## config.mk

```make
export PLATFORM = sky130hd
export DESIGN_NAME = sar_logic
export DESIGN_NICKNAME = d
export VERILOG_FILES = /design/src/rtl/sar_adc_pkg.sv /design/src/rtl/sys_clk_edge_detect.sv /design/src/rtl/sar_logic.sv
export SDC_FILE = /design/constraint.sdc
export NUM_CORES = 1
export LEC_CHECK = 0
export BUFFER_PORTS_ARGS = -buffer_cell sky130_fd_sc_hd__buf_2
export CORE_MARGIN = 2
export CORE_UTILIZATION = 52
export DETAILED_ROUTE_END_ITERATION = 6
export GPL_ROUTABILITY_DRIVEN = 0
export GPL_TIMING_DRIVEN = 1
export PLACE_DENSITY = 0.77
export SYNTH_ARGS = -nofsm -noshare
export SYNTH_HDL_FRONTEND = slang
export SYNTH_SLANG_ARGS = --single-unit
```

## constraint.sdc

```tcl
create_clock -name clk -period 3.05 [get_ports clk]
set_input_delay 0 -clock clk [delete_from_list [all_inputs] [get_ports clk]]
set_output_delay 0 -clock clk [all_outputs]
set_load 0.02 [all_outputs]
```

## src/rtl/sar_adc_pkg.sv

```systemverilog
// sar_adc_pkg: shared state encoding, default resolution and ideal compare rule for the SAR ADC model
package sar_adc_pkg;

    localparam int SAR_BITS = 10;

    typedef enum logic [1:0] {
        IDLE,
        SAMPLE,
        CONVERT,
        DONE
    } sar_state_e;

    // Ideal comparator: a trial bit is kept when the held voltage reaches the trial code
    function automatic logic sar_keep_bit(input logic [31:0] held, input logic [31:0] trial);
        return held >= trial;
    endfunction

endpackage

```

## src/rtl/sys_clk_edge_detect.sv

```systemverilog
// sys_clk_edge_detect: rising-edge detector for the slow sys_clk observed in the clk domain
module sys_clk_edge_detect (
    input  logic clk,
    input  logic reset,
    input  logic sys_clk,
    output logic sys_edge_o
);

    logic prev_sys_clk_q;

    // Remember last sampled sys_clk level to spot 0->1 transitions
    always_ff @(posedge clk) begin
        if (reset) prev_sys_clk_q <= 1'b0;
        else       prev_sys_clk_q <= sys_clk;
    end

    assign sys_edge_o = sys_clk & ~prev_sys_clk_q;

endmodule

```

## src/rtl/sar_logic.sv

```systemverilog
// sar_logic: successive-approximation controller driving S&H hold and an ideal DAC/comparator
module sar_logic
    import sar_adc_pkg::*;
#(
    parameter int BITS          = SAR_BITS,
    parameter int SAMPLE_CYCLES = 2
) (
    input  logic            clk,
    input  logic            reset,
    input  logic            sys_clk,
    input  logic            start,
    input  logic [BITS-1:0] held_voltage_real,
    output logic            hold_control_digital,
    output logic [BITS-1:0] dac_code,
    output logic            busy,
    output logic            result_valid,
    output logic [BITS-1:0] result_code
);

    localparam int         IW       = (BITS > 1) ? $clog2(BITS) : 1;
    localparam logic [3:0] CNT_LAST = 4'(SAMPLE_CYCLES - 1);

    sar_state_e      state_q, state_d;
    logic [3:0]      cnt_q, cnt_d;
    logic [IW-1:0]   idx_q, idx_d;
    logic [BITS-1:0] approx_q, approx_d;
    logic [BITS-1:0] result_q, result_d;
    logic [BITS-1:0] dac_q, dac_d;
    logic [BITS-1:0] trial;
    logic            hold_q, hold_d;
    logic            busy_q, busy_d;
    logic            valid_q, valid_d;
    logic            sys_edge;

    sys_clk_edge_detect u_edge (
        .clk        (clk),
        .reset      (reset),
        .sys_clk    (sys_clk),
        .sys_edge_o (sys_edge)
    );

    // Trial code currently on the DAC; identical to dac_q while converting
    assign trial = approx_q | (BITS'(1) << idx_q);

    // Next-state logic; outputs are derived from the next state so every output is registered
    always_comb begin
        state_d  = state_q;
        cnt_d    = cnt_q;
        idx_d    = idx_q;
        approx_d = approx_q;
        unique case (state_q)
            IDLE: begin
                if (start) begin
                    state_d = SAMPLE;
                    cnt_d   = '0;
                end
            end
            SAMPLE: begin
                if (sys_edge) begin
                    cnt_d = cnt_q + 4'd1;
                    if (cnt_q == CNT_LAST) begin
                        state_d  = CONVERT;
                        idx_d    = IW'(BITS - 1);
                        approx_d = '0;
                    end
                end
            end
            CONVERT: begin
                if (sys_edge) begin
                    approx_d = sar_keep_bit(32'(held_voltage_real), 32'(trial)) ? trial : approx_q;
                    if (idx_q == '0) state_d = DONE;
                    else             idx_d   = idx_q - IW'(1);
                end
            end
            DONE: state_d = IDLE;
        endcase
        hold_d   = state_d == CONVERT;
        busy_d   = (state_d == SAMPLE) || (state_d == CONVERT);
        dac_d    = (state_d == CONVERT) ? (approx_d | (BITS'(1) << idx_d)) : '0;
        valid_d  = state_d == DONE;
        result_d = valid_d ? approx_d : result_q;
    end

    // State and output registers with synchronous reset
    always_ff @(posedge clk) begin
        if (reset) begin
            state_q  <= IDLE;
            cnt_q    <= '0;
            idx_q    <= IW'(BITS - 1);
            approx_q <= '0;
            hold_q   <= 1'b0;
            busy_q   <= 1'b0;
            valid_q  <= 1'b0;
            result_q <= '0;
            dac_q    <= '0;
        end else begin
            state_q  <= state_d;
            cnt_q    <= cnt_d;
            idx_q    <= idx_d;
            approx_q <= approx_d;
            hold_q   <= hold_d;
            busy_q   <= busy_d;
            valid_q  <= valid_d;
            result_q <= result_d;
            dac_q    <= dac_d;
        end
    end

    assign hold_control_digital = hold_q;
    assign busy                 = busy_q;
    assign result_valid         = valid_q;
    assign result_code          = result_q;
    assign dac_code             = dac_q;

endmodule
```

; ---- Word-level counts from Yosys, hierarchy flattened
; Cells that the tools add are included.
[op_classes]
n_addsub = 2
order_cmp = 1
n_eq_ne = 9
n_shift = 2
n_mux = 19
n_bitwise = 5
reduce_logical = 6
[op_table]
columns = operator, n
row1 = 10-bit 2-to-1 mux, 4
row2 = 4-bit 2-to-1 mux, 6
row3 = 10-bit OR, 2
row4 = 10-bit one-hot mux with 2 select lines, 1
row5 = 1-bit by 4-bit left shift with 10-bit output (first input constant), 2
row6 = 4-bit one-hot mux with 2 select lines, 2
row7 = 10-bit >= comparator, 1
row8 = 2-bit 2-to-1 mux, 5
row9 = 2-bit equality test (second input constant), 4
row10 = 2-bit one-hot mux with 4 select lines, 1
row11 = 4-bit by 1-bit adder with 4-bit output (second input constant), 1
row12 = 2-bit by 1-bit equality test with 1-bit output (second input constant), 2
row13 = 4-bit by 1-bit equality test with 1-bit output (second input constant), 1
row14 = 4-bit logical NOT, 1
row15 = 2-bit inequality test (second input constant), 2
row16 = 4-bit by 1-bit subtractor with 4-bit output (second input constant), 1
row17 = 3-bit AND reduction, 1
row18 = 2-bit logical NOT, 1
row19 = 1-bit NOT, 2
row20 = 2-bit nonzero test, 1
row21 = 2-bit OR reduction, 1
row22 = 1-bit AND, 1
row23 = 1-bit logical OR, 1
[word_totals]
register_bits = 44
in_bits = 14
out_inout_bits = 23
elab_cells = 54

; ---- Longest topological paths before layout
[depth]
depth_word = 7
depth_mapped = 11
depth_no_buf = 11

; ---- Cells and area by module
; From an unflattened synthesis, not the netlist that was laid out.
[hier_totals]
cells_unflattened = 268
hier_area_um2 = 2363.5
[by_module_without_submodules]
columns = module, n_inst, cells_per_inst, area_each_um2, seq_area_each_um2
row1 = sar_logic, 1, 265, 2316.0, 860.8
row2 = sys_clk_edge_detect, 1, 3, 47.5, 20.0

; ---- Least setup slack after synthesis
; Ideal clock, no wire load.
[synth_path]
kind = reg-to-reg
from = reg idx_q[0]
to = reg result_q[8], in the netlist result_code[8]
setup_ns = 0.091
t_arrival_ns = 2.586
t_required_ns = 2.959
path_slack_ns = 0.373
stages_incl_launch_ff = 12
path_buffers = 1
synth_period_minus_slack_ns = 2.677
path_cell_list = dfxtp_1 > inv_1 > ha_1 > nor3b_4 > or2_2 > ha_1 > nand2b_1 > a21oi_1 > o31ai_1 > clkbuf_1 > o21ai_0 > a311oi_1
[synth_between]
elab_chain_len = 6
elab_cells_between_ends = 11
classes_between = order compare (1) / eq/ne (1) / shift (1) / mux (6) / bitwise (1) / reduce/logical (1)
[synth_lines]
columns = item, line_no
row1 = from (decl), sar_logic.sv:25  ; logic [IW-1:0] idx_q, idx_d;
row2 = from (signal assigned), sar_logic.sv:89  ; idx_q <= IW'(BITS - 1);
row3 = from (signal assigned), sar_logic.sv:99  ; idx_q <= idx_d;
row4 = 1-bit by 4-bit left shift with 10-bit output, sar_logic.sv:43  ; assign trial = approx_q | (BITS'(1) << idx_q);
row5 = 10-bit OR, sar_logic.sv:43
row6 = 10-bit >= comparator, sar_adc_pkg.sv:15  ; return held >= trial;
row7 = 10-bit 2-to-1 mux, sar_logic.sv:70  ; approx_d = sar_keep_bit(32'(held_voltage_real), 32'(trial)) ? trial : approx_q;
row8 = 10-bit 2-to-1 mux, sar_logic.sv:69  ; if (sys_edge) begin
row9 = 10-bit one-hot mux with 2 select lines, sar_logic.sv:51  ; unique case (state_q)
row10 = to (signal assigned), sar_logic.sv:104  ; result_q <= result_d;
row11 = to (decl), sar_logic.sv:27  ; logic [BITS-1:0] result_q, result_d;
; Parallel ways exist; a longest one is shown, timed or not.
; A chain may end at the register's enable or synchronous reset.

; ---- Worst setup path in the final report
[layout_path]
from = reg idx_q[0]
to = reg result_q[3], in the netlist result_code[3]
; Same word-level chain as after synthesis.

==> metrics.md <==
| Metric | Value |
|---|---|
| Status | `finished, final reports clean` |
| Fin. max-slew vios | `0` |
| Final hold violation count | `0` |
| WP data arrival | `3.02 ns` |
| Yosys top cell by area | `dfxtp_1` |
| Post-Syn Instances | `roughly 280` |
| Hold Path Class | `in -> reg` |
| Post-cts sizing count | `0` |
| Post-detail-place hpwl | `4270 µm` |
| Core Rows | `24` |
| Mux cell area share after synthesis | `0.419%` |
| GR Overflow Total | `0` |
| Lkg Pwr | `0.00111 µW` |
| Share of layout cells above drive strength 1 | `20.3%` |
| Maximum clock insertion buffer count | `2` |
| Asr flop ratio synth | `0%` |
| Clk_skew | `0.0154 ns` |
| Final TNS setup | `0 ns` |
| Critical path type | `reg -> reg` |
| Pin count of the biggest net entering global routing | `33` |
| Die width | `71.8 µm` |
| Initial core utilization | `54.5%` |
| Synth Area in XOR/XNOR | `0.733%` |
| # IOs | `37` |
| Peak VDD IR | `0.000398 V` |
| Synth cell types | `55` |
| ANT cells | `0` |
| RSZ-0062 raised after global routing | `no` |
| Reg clk slew, reported paths | `0.08 ns` |
| Crit-path max FO | `10` |
| Post-synthesis compound-gate area fraction | `23.5%` |
| Post-route ant nets | `0` |
| Max Clk Rate | `355 MHz` |
| Post-route setup slack | `0.231 ns` |
| Worst Setup End Kind | `register` |
| # Max-Cap Violations | `0` |
| Global-route wire length before repair | `9670 µm` |
| Fin crit period | `2.82 ns` |
| CORE AREA | `0.00438 mm²` |
| Root buf cell | `clkbuf_8` |
| Initial antenna violation count | `0` |
| DR pass1 iterations | `4` |
| Clk sinks | `44` |
| Synth area leaders | `dfxtp_1 (37%), ha_1 (12%), a21oi_1 (5.9%)` |
| Worst skew pair latency | `0.31 ns` |
| Crit start category | `register` |
| Final #Nets | `350` |
| Vias/cell | `5.94` |
| Fin crit share | `92.4%` |
| Dpl ws | `about 0.3 ns` |
| Fill cells | `386` |
| Vias | `between 2k and 2.5k` |
| DRT iter0 DRCs | `just under 200` |
| Area growth syn-to-layout | `14.4%` |
| Final cell count without fillers | `367` |
| TritonCTS Buffers | `5` |
| Post-synth EDFFs | `0` |
| Total number of H-tree levels | `2` |
| Drt wl/cell | `16.0 µm` |
| Placed cell count | `358` |
| Number of global-route vias before repair | `1953` |
| Routed WL | `about 6000 µm` |
| Synth Area in Adders | `11.5%` |
| Full die area | `between 0.005 and 0.006 mm²` |
| Yosys top cell area share | `36.8%` |
| Ys flop type | `dfxtp_1` |
| CTS tree | `yes` |
| Max-Slew Margin vs Limit | `56.1%` |
| Global Route Usage Sum | `between 20% and 30%` |
| Post-Syn Area | `0.00239 mm²` |
| Largest family of logic cells by synthesized area | `compound AO/OA/AOI/OAI gates` |
| IO Port Bufs | `36` |
| Worst slew pin tran | `0.654 ns` |
| PD cells | `about 430 mW/mm²` |
| Mean Syn Cell Area | `around 8.7 µm²` |
| Simple-gate area share of the yosys netlist | `22.5%` |
| Overall Power | `1170 µW` |
| Die height | `slightly above 70 µm` |
| Number of synthesized register bits | `44` |
| # DRC | `0` |
| Syn Nets | `311` |
| Number of synthesis warnings | `0` |
| WP data required | `3.25 ns` |
| Setup Viol. Count Final | `0` |
| Register area share after synthesis | `36.8%` |
==> where the power goes <==
part / internal (µW) / switching, µW / total [µW] / leakage (µW)
clock network: 184 / 213 / 397 / 0.0000434
logic: 68.4 / 110 / 179 / 0.000710
registers: 583 / 9.52 / 593 / 0.000356
total: 835 / 333 / 1170 / 0.00111
==> through the flow <==
| stage | hold WS [ns] | cell area (µm²) | util, % |
|---|---|---|---|
| floorplan | 0.128 | 2390 | - |
| global placement | 0.265 | 2630 | 59.9 |
| detailed placement | 0.281 | 2630 | 59.9 |
| CTS | 0.112 | 2740 | 62.4 |
| global route | 0.170 | 2740 | 62.4 |
| finish | 0.122 | 2740 | 62.4 |
==> logic make-up after synthesis <==
| group | count (synthesis) |
|---|---|
| DFF | 44 |
| AOI/OAI and AO/OA | 81 |
| adders and majority gates | 22 |
| and+or+nand+nor | 101 |
| xor gates and xnor gates | 2 |
| buffers and inverters | 24 |
| muxes | 1 |
==> area by class of cell <==
class | instances | area (µm²) | area share, %
clock buffers | 6 | 82.6 | 3.02
clock inverters | 2 | 15.0 | 0.549
inverters | 12 | 45.0 | 1.65
multi-input cells | 207 | 1400 | 51.3
flip-flops and latches | 44 | 881 | 32.2
well taps | 52 | 65.1 | 2.38
repair buffers | 44 | 243 | 8.87
==> critical path, stage by stage (launching register included) <==
cell      delay [ns]
dfxtp_1         0.45
inv_1           0.13
ha_1            0.23
nor3b_4         0.15
or2_2           0.28
ha_1            0.26
nand2b_1        0.09
a21oi_1         0.06
o31ai_1         0.39
buf_4           0.24
o211ai_1        0.12
a311oi_1        0.31
==> repair_timing <==
action                    4_1_cts  5_1_grt
hold endpoints to repair        1        0
setup buffers                   0        0
hold buffers                    1        0
==> placed cells by master (no fill, tap or decap), types with 6 or more instances in the layout <==
master and n:
a21oi_1 28, clkbuf_8 6, ha_1 22, dfxtp_1 44, nor2_1 21, o221ai_1 6, o211ai_1 11, a311oi_1 10
nand2_1 36, o21ai_0 9, buf_4 7, inv_1 12, buf_2 36
==> final timing paths <==
check | startpoint | to | slack (ns) | cells past startpoint
max | idx_q[0] | result_code[3] | 0.23 | 11
min reg2reg | result_code[7] | result_code[7] | 0.48 | 2
min | start | cnt_q[1] | 0.12 | 4
max reg2reg | idx_q[0] | result_code[3] | 0.23 | 11
==> per-layer routing <==
| layer | up-vias | part of all wire, % | track usage [%] |
|---|---|---|---|
| met3 | 10 | 6.8 | 4.50 |
| met2 | 79 | 45 | 37.2 |
| li1 | 1076 | - | - |
| met1 | 1016 | 46 | 34.2 |
| met5 | - | 0 | 0 |
| met4 | 0 | 1.7 | 7.34 |
==> flip-flops by register name, summed over array words and instances (netlist names) <==
name and count:
hold_control_digital 1, idx_q 4, u_edge.prev_sys_clk_q 1, approx_q 10, cnt_q 4, state_q 2
busy 1, result_valid 1, dac_code 10, result_code 10
==> cells in the mapped netlist (4+ instances only) <==
master,n
clkbuf_1,8
ha_1,22
nor2b_1,5
o211ai_1,11
o221ai_1,6
nand2_1,36
o21ai_0,9
nor2_1,21
nand4_1,5
dfxtp_1,44
a311oi_1,10
inv_1,12
a21oi_1,28
nand2b_1,4
Note: power is estimated with default switching activity, not from simulation.
